<file path="src/rtl/fifo_vc_pkg.sv">
// Shared sizing for the pop-delay buffer stage, the virtual-channel FIFOs and the output muxes.
// Also classifies a cycle's accepted accesses so count updates read as a single decode.
package fifo_vc_pkg;

    localparam int VC_DATA_WIDTH  = 6;
    localparam int VC_ADDR_WIDTH  = 4;
    localparam int VC_UMBRAL_ALTO = 12;
    localparam int VC_UMBRAL_BAJO = 3;

    // Encoding is {push_accepted, pop_accepted} so the enum can be built by a cast.
    typedef enum logic [1:0] {
        ACC_IDLE = 2'b00,
        ACC_POP  = 2'b01,
        ACC_PUSH = 2'b10,
        ACC_BOTH = 2'b11
    } acc_e;

    function automatic acc_e classify_access(input logic push_acc, input logic pop_acc);
        return acc_e'({push_acc, pop_acc});
    endfunction

endpackage

</file>
<file path="src/rtl/fifo_vc_mem_2p.sv">
// One-write/one-read storage array with synchronous write and a registered synchronous read port.
// The read register doubles as the FIFO's data_out.
module mem_2p #(
    parameter int DATA_WIDTH = 6,
    parameter int ADDR_WIDTH = 4
) (
    input  logic                  clk,
    input  logic                  reset_L,
    input  logic                  we,
    input  logic [ADDR_WIDTH-1:0] waddr,
    input  logic [DATA_WIDTH-1:0] wdata,
    input  logic                  re,
    input  logic [ADDR_WIDTH-1:0] raddr,
    output logic [DATA_WIDTH-1:0] rdata
);

    logic [DATA_WIDTH-1:0] mem [2**ADDR_WIDTH];

    // NOTE: the array has no reset so it maps onto plain RAM; stale words are unreachable after reset because the pointers and count are cleared.
    always_ff @(posedge clk) begin
        if (we) begin
            mem[waddr] <= wdata;
        end
    end

    // A same-address write and read in one cycle returns the old word (read-before-write).
    always_ff @(posedge clk) begin
        if (!reset_L) begin
            rdata <= '0;
        end else if (re) begin
            rdata <= mem[raddr];
        end
    end

endmodule

</file>
<file path="src/rtl/fifo_vc.sv">
// Virtual-channel FIFO fed by the pop-delay buffer: count-based full/empty, programmable
// almost-full/almost-empty thresholds and a one-cycle error pulse on illegal accesses.
module fifo_vc
    import fifo_vc_pkg::*;
#(
    parameter int DATA_WIDTH  = VC_DATA_WIDTH,
    parameter int ADDR_WIDTH  = VC_ADDR_WIDTH,
    parameter int UMBRAL_ALTO = VC_UMBRAL_ALTO,
    parameter int UMBRAL_BAJO = VC_UMBRAL_BAJO
) (
    input  logic                  clk,
    input  logic                  reset_L,
    input  logic                  push,
    input  logic [DATA_WIDTH-1:0] data_in,
    input  logic                  pop,
    output logic [DATA_WIDTH-1:0] data_out,
    output logic                  valid_out,
    output logic                  full,
    output logic                  empty,
    output logic                  almost_full,
    output logic                  almost_empty,
    output logic                  error
);

    localparam int                  DEPTH    = 2**ADDR_WIDTH;
    localparam logic [ADDR_WIDTH:0] FULL_CNT = (ADDR_WIDTH+1)'(DEPTH);
    localparam logic [ADDR_WIDTH:0] HIGH_CNT = (ADDR_WIDTH+1)'(UMBRAL_ALTO);
    localparam logic [ADDR_WIDTH:0] LOW_CNT  = (ADDR_WIDTH+1)'(UMBRAL_BAJO);

    logic [ADDR_WIDTH-1:0] wr_ptr;
    logic [ADDR_WIDTH-1:0] rd_ptr;
    logic [ADDR_WIDTH:0]   count;
    logic                  push_acc;
    logic                  pop_acc;
    logic                  err_nxt;
    acc_e                  acc;

    assign full         = (count == FULL_CNT);
    assign empty        = (count == '0);
    assign almost_full  = (count >= HIGH_CNT);
    assign almost_empty = (count <= LOW_CNT);

    // NOTE: every output of this block is assigned first so no path can leave one unassigned and infer a latch.
    always_comb begin
        pop_acc  = pop & ~empty;
        // A pop in the same cycle frees the slot, so a full FIFO still accepts the push.
        push_acc = push & (~full | pop_acc);
        err_nxt  = (push & full & ~pop_acc) | (pop & empty);
        acc      = classify_access(push_acc, pop_acc);
    end

    // NOTE: state registers use non-blocking assignments so every flop samples pre-edge values.
    always_ff @(posedge clk) begin
        if (!reset_L) begin
            wr_ptr    <= '0;
            rd_ptr    <= '0;
            count     <= '0;
            valid_out <= 1'b0;
            error     <= 1'b0;
        end else begin
            if (push_acc) wr_ptr <= wr_ptr + 1'b1;
            if (pop_acc)  rd_ptr <= rd_ptr + 1'b1;
            case (acc)
                ACC_PUSH: count <= count + 1'b1;
                ACC_POP:  count <= count - 1'b1;
                default:  count <= count;
            endcase
            valid_out <= pop_acc;
            error     <= err_nxt;
        end
    end

    mem_2p #(
        .DATA_WIDTH (DATA_WIDTH),
        .ADDR_WIDTH (ADDR_WIDTH)
    ) u_mem (
        .clk     (clk),
        .reset_L (reset_L),
        .we      (push_acc & reset_L),
        .waddr   (wr_ptr),
        .wdata   (data_in),
        .re      (pop_acc & reset_L),
        .raddr   (rd_ptr),
        .rdata   (data_out)
    );

endmodule

</file>
<file path="config.mk">
export PLATFORM = sky130hd
export DESIGN_NAME = fifo_vc
export DESIGN_NICKNAME = d
export VERILOG_FILES = /design/src/rtl/fifo_vc_pkg.sv /design/src/rtl/fifo_vc_mem_2p.sv /design/src/rtl/fifo_vc.sv
export SDC_FILE = /design/constraint.sdc
export NUM_CORES = 1
export LEC_CHECK = 0
export BUFFER_PORTS_ARGS = -buffer_cell sky130_fd_sc_hd__buf_4
export CAP_MARGIN = 20
export CELL_PAD_IN_SITES_DETAIL_PLACEMENT = 1
export CELL_PAD_IN_SITES_GLOBAL_PLACEMENT = 2
export CORE_UTILIZATION = 41
export CTS_CLUSTER_SIZE = 14
export DETAILED_ROUTE_END_ITERATION = 8
export PLACE_DENSITY = 0.71
export SETUP_SLACK_MARGIN = 0.02
export SLEW_MARGIN = 25
export SYNTH_ARGS = -nofsm -noshare
export SYNTH_HDL_FRONTEND = slang
export SYNTH_SLANG_ARGS = --single-unit
</file>
<file path="constraint.sdc">
create_clock -name clk -period 2 [get_ports clk]
set_input_delay 0 -clock clk [delete_from_list [all_inputs] [get_ports clk]]
set_output_delay 0 -clock clk [all_outputs]
set_load 0.01 [all_outputs]
</file>
==> impl_metrics.json <==
{
  "grt_usage_pct": 19.6,
  "synth-edff-count": 96,
  "placementRows": 39,
  "timing.rr.start": "count[2]$_SDFFE_PN0P_",
  "netlist_area_um2": 4790,
  "core_area_um2": 11400,
  "ir_worst_vdd_uv": 825,
  "status": "finished clean",
  "clockBufferDepth": 2,
  "drc_errors": 0,
  "leakage_nw": 1.97,
  "critPathCaptureType": "flop",
  "r2r-end": "count[4]$_SDFFE_PN0P_",
  "maxSlewViolCount": 0,
  "total_power_mw": 7.59,
  "clock_latency_ps": 420,
  "crit_family": "simple AND/OR/NAND/NOR gates",
  "synth_top_cell_area_share_pct": 60.2,
  "cts.reportedPaths.clkPinSlew_ps": 50,
  "root_buffer": "clkbuf_16",
  "cp_max_fo": 5,
  "ys_top_cells_by_area": "edfxtp_1, mux4_2, dfxtp_1",
  "cap_violations": 0,
  "hold_path_class": "in2reg",
  "ys_warn_count": 0,
  "ff2ff_path_depth": 8,
  "crit_path_max_incr_delay_ps": 590,
  "gp_congestion": 0.774,
  "ant_nets": 0,
  "nets": 345,
  "dpl_worst_slack_ps": 75.0,
  "worst_path_max_delay_cell": "or4_4",
  "synth_seq_cells": 117,
  "fin_crit_ps": 1940,
  "crit_type": "reg2reg",
  "whs_path_depth": 4,
  "yosysSeqAreaShare_pct": 68.9,
  "cp_cell_sequence": "or4_4, o21ai_4, nand2_2, ha_4, nor3_4, nand3_1, a21o_1, a21oi_2",
  "layout_common_cells": "edfxtp_1, buf_4, nor2_1, mux4_2, mux2i_1",
  "cts.htree.levels": 4,
  "fin_crit_sh_pct": 96.8,
  "io_buffer_count": 21,
  "grt_pass1_vias": 2746,
  "rsz0062_at_grt": "true",
  "detailed_place_hpwl_um": 6650,
  "synth_flop_cell": "edfxtp_1",
  "reg2reg_slack_ps": 60,
  "dieArea_um2": 12100,
  "n_antenna_cell": 0,
  "vias": 2617,
  "synth.avg_cell_area_um2": 17.0,
  "antenna_found_initial": 0,
  "grt_overflow_total": 0,
  "power_frac_comb_pct": 21.6,
  "synth_cell_types": 37,
  "cts_made_buffers": 17,
  "p_int_mw": 5.63,
  "yosysTopAreaCell": "edfxtp_1",
  "seq_area_um2": 3310,
  "async_reset_ff_share_pct": 0,
  "finalSetupViolations": 0,
  "clkPwrFrac_pct": 40.5,
  "hold_ws_ps": 34.0,
  "hp-start": "push",
  "mostFrequentLayoutCell": "edfxtp_1",
  "dr.pass1.iters": 4,
  "fp.dieW_um": 110,
  "timing.critical_path.buf_inv": 0,
  "cts_sinks": 117,
  "avgViaCountPerCell": 5.41,
  "fmax_mhz": 517,
  "initial_core_util_pct": 42.0,
  "worst-slew-pin-transition_ps": 623,
  "fillers": 1091,
  "syn_inst": 282,
  "drive_gt1_share_pct": 28.7,
  "drt-initial-drc-count": 166,
  "hold-path-endpoint": "wr_ptr[2]$_SDFFE_PN0N_",
  "syn2layout_area_growth_pct": 23.2,
  "grt_start_max_net_pins": 28,
  "powerDensity_nw_per_um2": 1290,
  "hold_viol": 0,
  "totalWireLength_um": 10300,
  "cp-start-kind": "flop",
  "power_frac_seq_pct": 37.9,
  "tritoncts": "yes",
  "switchingPower_mw": 1.96,
  "relSlewSlack_pct": 58.3,
  "cp.required_ps": 2350,
  "grt_pass1_wl_um": 15800,
  "clock_skew_ps": 6.77,
  "ioPinCount": 22,
  "worstPathArrival_ps": 2290,
  "mappedNetlistNets": 298,
  "multi_input_area_um2": 1430,
  "utilization_pct": 51.7,
  "die_h_um": 110,
  "sw_frac_of_total_pct": 25.9,
  "fin_ws_ps": 64.0,
  "post_cts_buffers": 0,
  "wl_per_cell_um": 21.3
}
area by class of cell:
cell class	count	area share (%)
well taps	143	3.03
repair buffers	43	6.44
multi-input cells	145	24.1
clock buffers	19	7.33
flip-flops and latches	117	56.0
clock inverters	12	2.73
inverters	5	0.318
power groups by stage:
stage               clock, mW  sequential [mW]  combinational (mW)
finish                   3.07             2.88                1.64
global route             3.24             2.89                1.78
CTS                      3.14             2.88                1.61
detailed placement          0             2.93                1.59
global placement            0             2.92                1.58
floorplan                   0             2.92                1.01
synth_stat cells, types with 3 or more instances:
library cell / n
edfxtp_1: 96
nand2b_1: 4
clkbuf_1: 4
buf_2: 5
nand3b_1: 3
buf_6: 3
o221ai_1: 6
nand3_1: 11
or3_1: 4
nor2_1: 24
dfxtp_1: 21
mux2i_1: 20
o21ai_0: 3
a21oi_1: 5
ha_1: 6
inv_1: 5
nand2_1: 11
mux4_2: 24
nor3_1: 5
per-layer routing:
| layer | part of all wire, % | track usage (%) | vias to the layer above |
|---|---|---|---|
| li1 | - | - | 1206 |
| met4 | 2.0 | 8.74 | 0 |
| met3 | 4.4 | 5.47 | 16 |
| met2 | 48 | 30.3 | 56 |
| met1 | 45 | 25.9 | 1339 |
| met5 | 0 | 0 | - |
sequential cells by signal, indices dropped and copies added (netlist names):
name         cells
valid_out        1
error            1
rd_ptr           4
u_mem.mem       96
u_mem.rdata      6
wr_ptr           4
count            5
logic make-up (layout without fill, tap and decap cells):
| family | Yosys count | after routing | share of synthesized area [%] |
|---|---|---|---|
| AOI/OAI and AO/OA | 22 | 22 | 4.10 |
| muxes | 45 | 45 | 15.7 |
| adders and majority gates | 6 | 6 | 1.57 |
| DFF | 117 | 117 | 68.9 |
| and+or+nand+nor | 69 | 69 | 6.97 |
| buffers and inverters | 20 | 79 | 2.19 |
| xor gates and xnor gates | 3 | 3 | 0.548 |
tightest hold or removal path: stages:
cell      delay [ps]
buf_4            140
o311ai_4         100
xor2_1            80
nor2_1            90
per-stage QoR:
step                      cell area (um^2)  instances  TNS, ps
after floorplan                       4800        282        0
after global placement                5200        445        0
after detailed placement              5200        445        0
after CTS                             5870        484        0
after global routing                  5900        484    -17.6
final                                 5900        484        0
worst max path at each step:
stage | to | from | slack [ps] | cells after the start
2_1_floorplan | count[4]$_SDFFE_PN0P_ | count[2]$_SDFFE_PN0P_ | 20 | 10
6_report | count[4]$_SDFFE_PN0P_ | count[2]$_SDFFE_PN0P_ | 60 | 8
3_3_place_gp | count[4]$_SDFFE_PN0P_ | count[0]$_SDFFE_PN0P_ | 110 | 8
3_5_place_dp | count[4]$_SDFFE_PN0P_ | count[0]$_SDFFE_PN0P_ | 70 | 8
4_1_cts | count[4]$_SDFFE_PN0P_ | count[0]$_SDFFE_PN0P_ | 50 | 8
5_1_grt | count[4]$_SDFFE_PN0P_ | count[2]$_SDFFE_PN0P_ | -20 | 8
what timing repair did:
| item | in CTS | in global routing |
|---|---|---|
| endpoints found under the hold margin | 105 | 0 |
| hold buffers | 8 | 0 |
| gates resized for setup | 0 | 6 |
| endpoints found under the setup margin | 0 | 1 |
Power figures use the tool's default switching activity.
